File: src/rtl/cronometer_pkg.sv
// Shared types and constants for the programmable timeout timer.
package cronometer_pkg;

    typedef enum logic [1:0] {
        IDLE = 2'd0,
        RUN  = 2'd1,
        DONE = 2'd2
    } timer_state_e;

    // 15 s at 50 MHz for the lab system, and a short limit for simulation.
    localparam int unsigned LIMIT_PROD = 750_000_000;
    localparam int unsigned LIMIT_TEST = 20;

endpackage : cronometer_pkg

File: src/rtl/cronometer_prog_tick_prescaler.sv
// Divides enabled cycles by PRESCALE; stb marks the last cycle of each group.
module tick_prescaler #(
    parameter int PRESCALE = 1
) (
    input  logic clk,
    input  logic rst,
    input  logic clr,
    input  logic en,
    output logic stb
);

    localparam int PW = (PRESCALE > 1) ? $clog2(PRESCALE) : 1;
    localparam logic [PW-1:0] LAST = PW'(PRESCALE - 1);

    logic [PW-1:0] cnt_q, cnt_d;

    assign stb = en && (cnt_q == LAST);

    always_comb begin
        // NOTE: default first so every path assigns cnt_d and no latch is inferred.
        cnt_d = cnt_q;
        if (clr) begin
            cnt_d = '0;
        end else if (en) begin
            cnt_d = stb ? '0 : cnt_q + PW'(1);
        end
    end

    // NOTE: reset is synchronous here, so it sits inside the clocked block only.
    always_ff @(posedge clk) begin
        if (rst) cnt_q <= '0;
        else     cnt_q <= cnt_d;
    end

endmodule : tick_prescaler

File: src/rtl/cronometer_prog.sv
// Programmable timeout timer: loadable limit, prescaled counting, one-shot or
// periodic mode, pause and clear. All outputs come straight from flops.
module cronometer_prog
    import cronometer_pkg::*;
#(
    parameter int WIDTH    = 30,
    parameter int PRESCALE = 1
) (
    input  logic             clk,
    input  logic             rst,
    input  logic             start,
    input  logic             clear,
    input  logic             pause,
    input  logic             periodic,
    input  logic [WIDTH-1:0] limit,
    output logic [WIDTH-1:0] count,
    output logic             running,
    output logic             timeout,
    output logic             tick
);

    timer_state_e     state_q, state_d;
    logic [WIDTH-1:0] count_q, count_d;
    logic [WIDTH-1:0] limit_q, limit_d;
    logic             mode_q, mode_d;
    logic             running_q, running_d;
    logic             timeout_q, timeout_d;
    logic             tick_q, tick_d;

    logic start_ok;
    logic pre_clr;
    logic pre_en;
    logic advance;

    // start is only honoured outside RUN; clear overrides it.
    assign start_ok = start && !clear && (state_q != RUN);
    assign pre_clr  = clear || start_ok;
    assign pre_en   = (state_q == RUN) && !pause && !clear;

    tick_prescaler #(
        .PRESCALE(PRESCALE)
    ) u_prescaler (
        .clk(clk),
        .rst(rst),
        .clr(pre_clr),
        .en (pre_en),
        .stb(advance)
    );

    always_comb begin
        state_d   = state_q;
        count_d   = count_q;
        limit_d   = limit_q;
        mode_d    = mode_q;
        timeout_d = timeout_q;
        tick_d    = 1'b0;

        if (clear) begin
            state_d   = IDLE;
            count_d   = '0;
            timeout_d = 1'b0;
        end else if (start_ok) begin
            limit_d   = limit;
            mode_d    = periodic;
            count_d   = '0;
            timeout_d = 1'b0;
            if (limit == '0) begin
                // A zero limit expires at once in either mode, so periodic cannot spin.
                state_d   = DONE;
                tick_d    = 1'b1;
                timeout_d = 1'b1;
            end else begin
                state_d = RUN;
            end
        end else if (advance) begin
            if (count_q == limit_q - WIDTH'(1)) begin
                tick_d = 1'b1;
                if (mode_q) begin
                    count_d = '0;
                end else begin
                    count_d   = limit_q;
                    state_d   = DONE;
                    timeout_d = 1'b1;
                end
            end else begin
                count_d = count_q + WIDTH'(1);
            end
        end

        running_d = (state_d == RUN);
    end

    // NOTE: sequential state uses non-blocking assignments so all flops update together.
    always_ff @(posedge clk) begin
        if (rst) begin
            state_q   <= IDLE;
            count_q   <= '0;
            limit_q   <= '0;
            mode_q    <= 1'b0;
            running_q <= 1'b0;
            timeout_q <= 1'b0;
            tick_q    <= 1'b0;
        end else begin
            state_q   <= state_d;
            count_q   <= count_d;
            limit_q   <= limit_d;
            mode_q    <= mode_d;
            running_q <= running_d;
            timeout_q <= timeout_d;
            tick_q    <= tick_d;
        end
    end

    assign count   = count_q;
    assign running = running_q;
    assign timeout = timeout_q;
    assign tick    = tick_q;

endmodule : cronometer_prog

File: config.mk
export PLATFORM = sky130hd
export DESIGN_NAME = cronometer_prog
export DESIGN_NICKNAME = d
export VERILOG_FILES = /design/src/rtl/cronometer_pkg.sv /design/src/rtl/cronometer_prog_tick_prescaler.sv /design/src/rtl/cronometer_prog.sv
export SDC_FILE = /design/constraint.sdc
export NUM_CORES = 1
export LEC_CHECK = 0
export BUFFER_PORTS_ARGS = -buffer_cell sky130_fd_sc_hd__buf_2
export CELL_PAD_IN_SITES_DETAIL_PLACEMENT = 0
export CELL_PAD_IN_SITES_GLOBAL_PLACEMENT = 2
export CORE_ASPECT_RATIO = 1.2
export CORE_MARGIN = 1.5
export CORE_UTILIZATION = 30
export CTS_BUF_LIST = sky130_fd_sc_hd__clkbuf_4 sky130_fd_sc_hd__clkbuf_8
export DETAILED_ROUTE_END_ITERATION = 8
export GPL_TIMING_DRIVEN = 0
export PLACE_DENSITY_LB_ADDON = 0.1
export SLEW_MARGIN = 20
export SYNTH_ARGS = -nofsm -noshare
export SYNTH_HDL_FRONTEND = slang
export SYNTH_HIERARCHICAL = 1
export SYNTH_SLANG_ARGS = --single-unit
File: constraint.sdc
create_clock -name clk -period 2.94 [get_ports clk]
set_clock_uncertainty 0.15 [all_clocks]
set_input_delay 0.735 -clock clk [delete_from_list [all_inputs] [get_ports clk]]
set_output_delay 0.735 -clock clk [all_outputs]
set_load 0.1 [all_outputs]
# Word level (Yosys, flattened, before mapping)
# Cells that the tools add are included.
[totals]
out_inout_bits = 33
regBits = 67
wordCells = 51
inputBits = 36
[op_classes]
n_mux = 17
reduce_logical = 16
add_sub_neg = 3
n_eq_ne = 5
n_bitwise = 2
[op_table]
columns = ["op", "n"]
rows = [
  ["$mux W30", 2],
  ["$add A30 B1 Y30 const B", 1],
  ["$eq A30 B30 Y1", 1],
  ["$logic_not A30 Y1", 1],
  ["$sub A30 B1 Y30 const B", 1],
  ["$mux W2", 6],
  ["$mux W1", 9],
  ["$logic_and A1 B1 Y1", 5],
  ["$eq A2 B1 Y1 const B", 2],
  ["$ne A2 B1 Y1 const B", 2],
  ["$reduce_bool A2 Y1", 2],
  ["$reduce_or A2 Y1", 2],
  ["$reduce_and A3 Y1", 1],
  ["$reduce_or A3 Y1", 1],
  ["$logic_not A1 Y1", 2],
  ["$not A1 Y1", 2],
  ["$reduce_and A2 Y1", 1],
  ["$add A1 B1 Y1 const B", 1],
  ["$logic_or A1 B1 Y1", 1],
]

# Logic depth before layout (Yosys ltp)
[depth]
word_depth = 8
ltp_mapped = 15
depth_no_buf = 11

# Hierarchy
# Netlist, hierarchy kept.
[modules_own_cells]
columns = ["module", "cells_each", "area_per_inst_um2", "instances", "seq_area_each_um2"]
rows = [
  ["cronometer_prog", 614, 4521.8, 1, 1321.3],
  ["tick_prescaler", 3, 41.3, 1, 20.0],
]

# Worst setup path after synthesis
# Ideal clock, no wire load.
[synth_path]
kind = "reg-to-reg"
from = "reg count_q[12] (netlist: count[12])"
to = "reg count_q[12] (netlist: count[12])"
stages_incl_launch_ff = 13
n_path_buf = 3
required_ns = 2.674
setup_ns = 0.116
slack_ns = -0.425
synth_period_minus_slack_ns = 3.365
arrival_time_ns = 3.099
path_cell_list = "dfxtp_1 -> clkbuf_1 -> xor2_1 -> or3_1 -> a2111oi_0 -> a311oi_1 -> nor3_1 -> and4_1 -> buf_6 -> buf_6 -> o22a_1 -> o31ai_1 -> a31o_2"
[synth_between]
elab_chain_len = 2
elab_cells_between_ends = 3
cone_classes = "add/sub: 1; eq/ne: 1; mux: 1"
[synth_rtl]
columns = ["element", "line_no", "rtl"]
rows = [
  ["start: declaration", "cronometer_prog.sv:23", "logic [WIDTH-1:0] count_q, count_d;"],
  ["start signal: assignment", "cronometer_prog.sv:105", "count_q <= count_d;"],
  ["$add A30 B1 Y30 / $eq A30 B30 Y1 (equally long branches)", "cronometer_prog.sv:86, cronometer_prog.sv:76", ""],
  ["$mux W30 *", "cronometer_prog.sv:76", "if (count_q == limit_q - WIDTH'(1)) begin"],
]
# Mark *: on every way between the ends. The rest lies on a longest branch, timed or not.
# A chain may end at the register's enable or synchronous reset.

# Worst setup path after layout
[layout_path]
from = "reg limit_q[0]"
to = "reg count_q[4] (netlist: count[4])"
[layout_between]
elab_chain_len = 3
[layout_rtl]
columns = ["element", "line_no", "rtl"]
rows = [
  ["start: declaration", "cronometer_prog.sv:24", "logic [WIDTH-1:0] limit_q, limit_d;"],
  ["start signal: assignment", "cronometer_prog.sv:106", "limit_q <= limit_d;"],
  ["$sub A30 B1 Y30", "cronometer_prog.sv:76", ""],
  ["$eq A30 B30 Y1", "cronometer_prog.sv:76", ""],
  ["$mux W30", "cronometer_prog.sv:76", ""],
]
# Every way passes these cells.

==> results.sh <==
export IMPL_outcome="complete, but fails checks"
export IMPL_violations="setup timing"
export IMPL_dr_first_iter_drc_count=432
export IMPL_whs_ps=344.3
export IMPL_clock_sinks=67
export IMPL_io_buffers=68
export IMPL_peakVddDrop_mv=0.2061
export IMPL_cp_max_fo=10
export IMPL_synth_area_um2=4563
export IMPL_max_cap_violations=0
export IMPL_cts_hold_fix_buffers=0
export IMPL_vias_per_cell=5.485
export IMPL_cts_path_max_buffers=2
export IMPL_hold_path_class="reg2reg"
export IMPL_synth_enable_flop_cells=0
export IMPL_hold_viol_final=0
export IMPL_ios=69
export IMPL_path_clk_slew_ps=80
export IMPL_die_y_um=138.1
export IMPL_remaining_drc_errors=0
export IMPL_relSlewSlack_pct=47.33
export IMPL_wirelength_um=18360
export IMPL_synth_area_leader_cell="dfxtp_1"
export IMPL_final_util_pct=40.26
export IMPL_clock_latency_ps=370
export IMPL_place_congestion=0.8474
export IMPL_rsz0062_at_grt="true"
export IMPL_numCtsBuffers=9
export IMPL_core_um2=14960
export IMPL_synth_warning_count=6
export IMPL_critPathArrivalTime_ps=3280
export IMPL_final_area_um2=6022
export IMPL_grt_first_pass_wirelength_um=28070
export IMPL_clock_root_buffer="clkbuf_8"
export IMPL_track_usage_pct=23.38
export IMPL_worst_path_largest_cell_delay_ps=390
export IMPL_cp_end_kind="flip-flop"
export IMPL_place_ws_ps=-752.2
export IMPL_tightestPinTransition_ps=782.9
export IMPL_r2r_setup_slack_ps=-260
export IMPL_rows=49
export IMPL_p_per_area_nw_per_um2=411.6
export IMPL_grt_max_degree=13
export IMPL_period_needed_ps=3197
export IMPL_initial_core_util_pct=30.50
export IMPL_final_cells=923
export IMPL_nets=752
export IMPL_synth_most_common_cell="nand2_1"
export IMPL_max_freq_mhz=312.8
export IMPL_wl_per_cell_um=19.89
export IMPL_yosysTopAreaCellShare_pct=29.39
export IMPL_grt_antenna_before_repair=0
export IMPL_dp_cells=889
export IMPL_die_area_um2=15960
export IMPL_ys_flop_type="dfxtp_1"
export IMPL_critPathBufInv=5
export IMPL_critPathSlowestCell="or3_4"
export IMPL_finalCritPeriodShare_pct=108.8
export IMPL_hpwl_um=13690
export IMPL_area_growth_pct=31.97
export IMPL_ys_seq_area_share_pct=29.39
export IMPL_vias=5063
export IMPL_fin_tns_setup_ps=-6759
export IMPL_synth_distinct_cells=74
export IMPL_synthTopCellsByArea="dfxtp_1 29%, nand2_1 9.0%, a21oi_1 7.1%"
export IMPL_report_final_slew_viol_count=0
export IMPL_path_delay_family="simple AND/OR/NAND/NOR gates"
export IMPL_power_total_mw=2.479
export IMPL_critPathRequiredTime_ps=3020
export IMPL_grt_overflow=0
export IMPL_cts_tree="done"
export IMPL_crit_top_cell="buf_8"
export IMPL_htreeDepth=3
export IMPL_drt_pre_antenna_iters=5
export IMPL_final_antenna_net_count=0
export IMPL_avgSynthCellArea_um2=7.396
export IMPL_synth_cells=617
export IMPL_antenna_cells=0
export IMPL_yosys_top_cells_count="109 x nand2_1, 67 x dfxtp_1, 65 x a21oi_1, 34 x nor2_1, 32 x xnor2_1"
export IMPL_p_leak_nw=2.233
export IMPL_crit_type="reg2reg"
export IMPL_fillers=1578
export IMPL_path_cells="buf_4, or2_1, buf_6, or3_4, a2111oi_4, a311oi_2, nor3_2, and4_4, buf_8, buf_12, buf_8, a21oi_2, a31oi_1, nor2_1"
export IMPL_setup_violations=35
export IMPL_synthesis_nets=655
export IMPL_dieWidth_um=115.6
export IMPL_drive_gt1_share_pct=29.07
export IMPL_yosys_register_bits=67
export IMPL_placed_area_um2=5199
export IMPL_setup_ws_ps=-257.3
export IMPL_grt_pass1_vias=4690
export IMPL_async_flop_share_pct=0
export IMPL_start_kind="flip-flop"
[what timing repair did]
item,CTS,global route
cloned,4,0
setup endpoints to repair,35,35
gates resized for setup,80,16
pin swaps,36,10
buffers inserted,15,3
[per-layer routing]
metal,up-vias,global-route usage (%),share of wire [%]
li1,2432,-,-
met4,0,10.46,3.3
met5,-,0,0
met3,35,2.630,4.2
met2,188,37.12,47
met1,2408,31.63,45
[flip-flops by register name, indices dropped and copies added (netlist names)]
register	count
count	30
limit_q	30
state_q	2
mode_q	1
running	1
tick	1
timeout	1
u_prescaler/cnt_q	1
[power breakdown]
group          total [mW]  switching [mW]  internal, mW  leakage (nW)
clock               0.983           0.397         0.586         0.115
sequential          0.967          0.0407         0.926         0.554
combinational       0.529           0.301         0.229          1.56
total                2.48           0.738          1.74          2.23
[cell type report]
type / instances / area [um2] / share of cell area [%]
multi-input combinational: 493 / 3256 / 54.06
sequential: 67 / 1374 / 22.81
timing repair buffer: 90 / 574.3 / 9.537
buffer: 40 / 259.0 / 4.301
tap: 204 / 255.2 / 4.239
clock buffer: 10 / 137.6 / 2.285
clock inverter: 6 / 112.6 / 1.870
inverter: 13 / 53.80 / 0.8934
[cell usage in the layout, fill, tap and decap left out, drive strengths merged, types with 5 or more instances in the layout]
cell type | Yosys | layout
a21oi | 65 | 65
nor3 | 18 | 18
buf | 17 | 105
or3 | 11 | 11
xnor2 | 32 | 32
xor2 | 12 | 12
nand2b | 7 | 7
nand4 | 14 | 14
a31oi | 9 | 9
or2 | 5 | 5
o21ai | 28 | 28
nand2 | 109 | 109
and3 | 8 | 8
nand3 | 26 | 26
o211ai | 6 | 6
inv | 13 | 13
and2 | 5 | 5
o22ai | 5 | 5
nor2 | 35 | 35
nor4 | 24 | 24
clkbuf | 27 | 35
dfxtp | 67 | 67
[kinds of logic after synthesis]
family / synth area share (%)
DFF: 29.39
and+or+nand+nor: 32.57
buffers and inverters: 6.526
muxes: 0.4387
AOI/OAI and AO/OA: 22.07
xor gates and xnor gates: 8.445
adders and majority gates: 0.5483
[worst paths after layout]
kind / endpoint / cells after the start / startpoint
setup reg to reg: count[4] / 14 / limit_q[0]
hold / removal: u_prescaler/cnt_q / 1 / u_prescaler/cnt_q
setup / recovery: count[4] / 14 / limit_q[0]
hold reg to reg: u_prescaler/cnt_q / 1 / u_prescaler/cnt_q
Power figures use the tool's default switching activity.
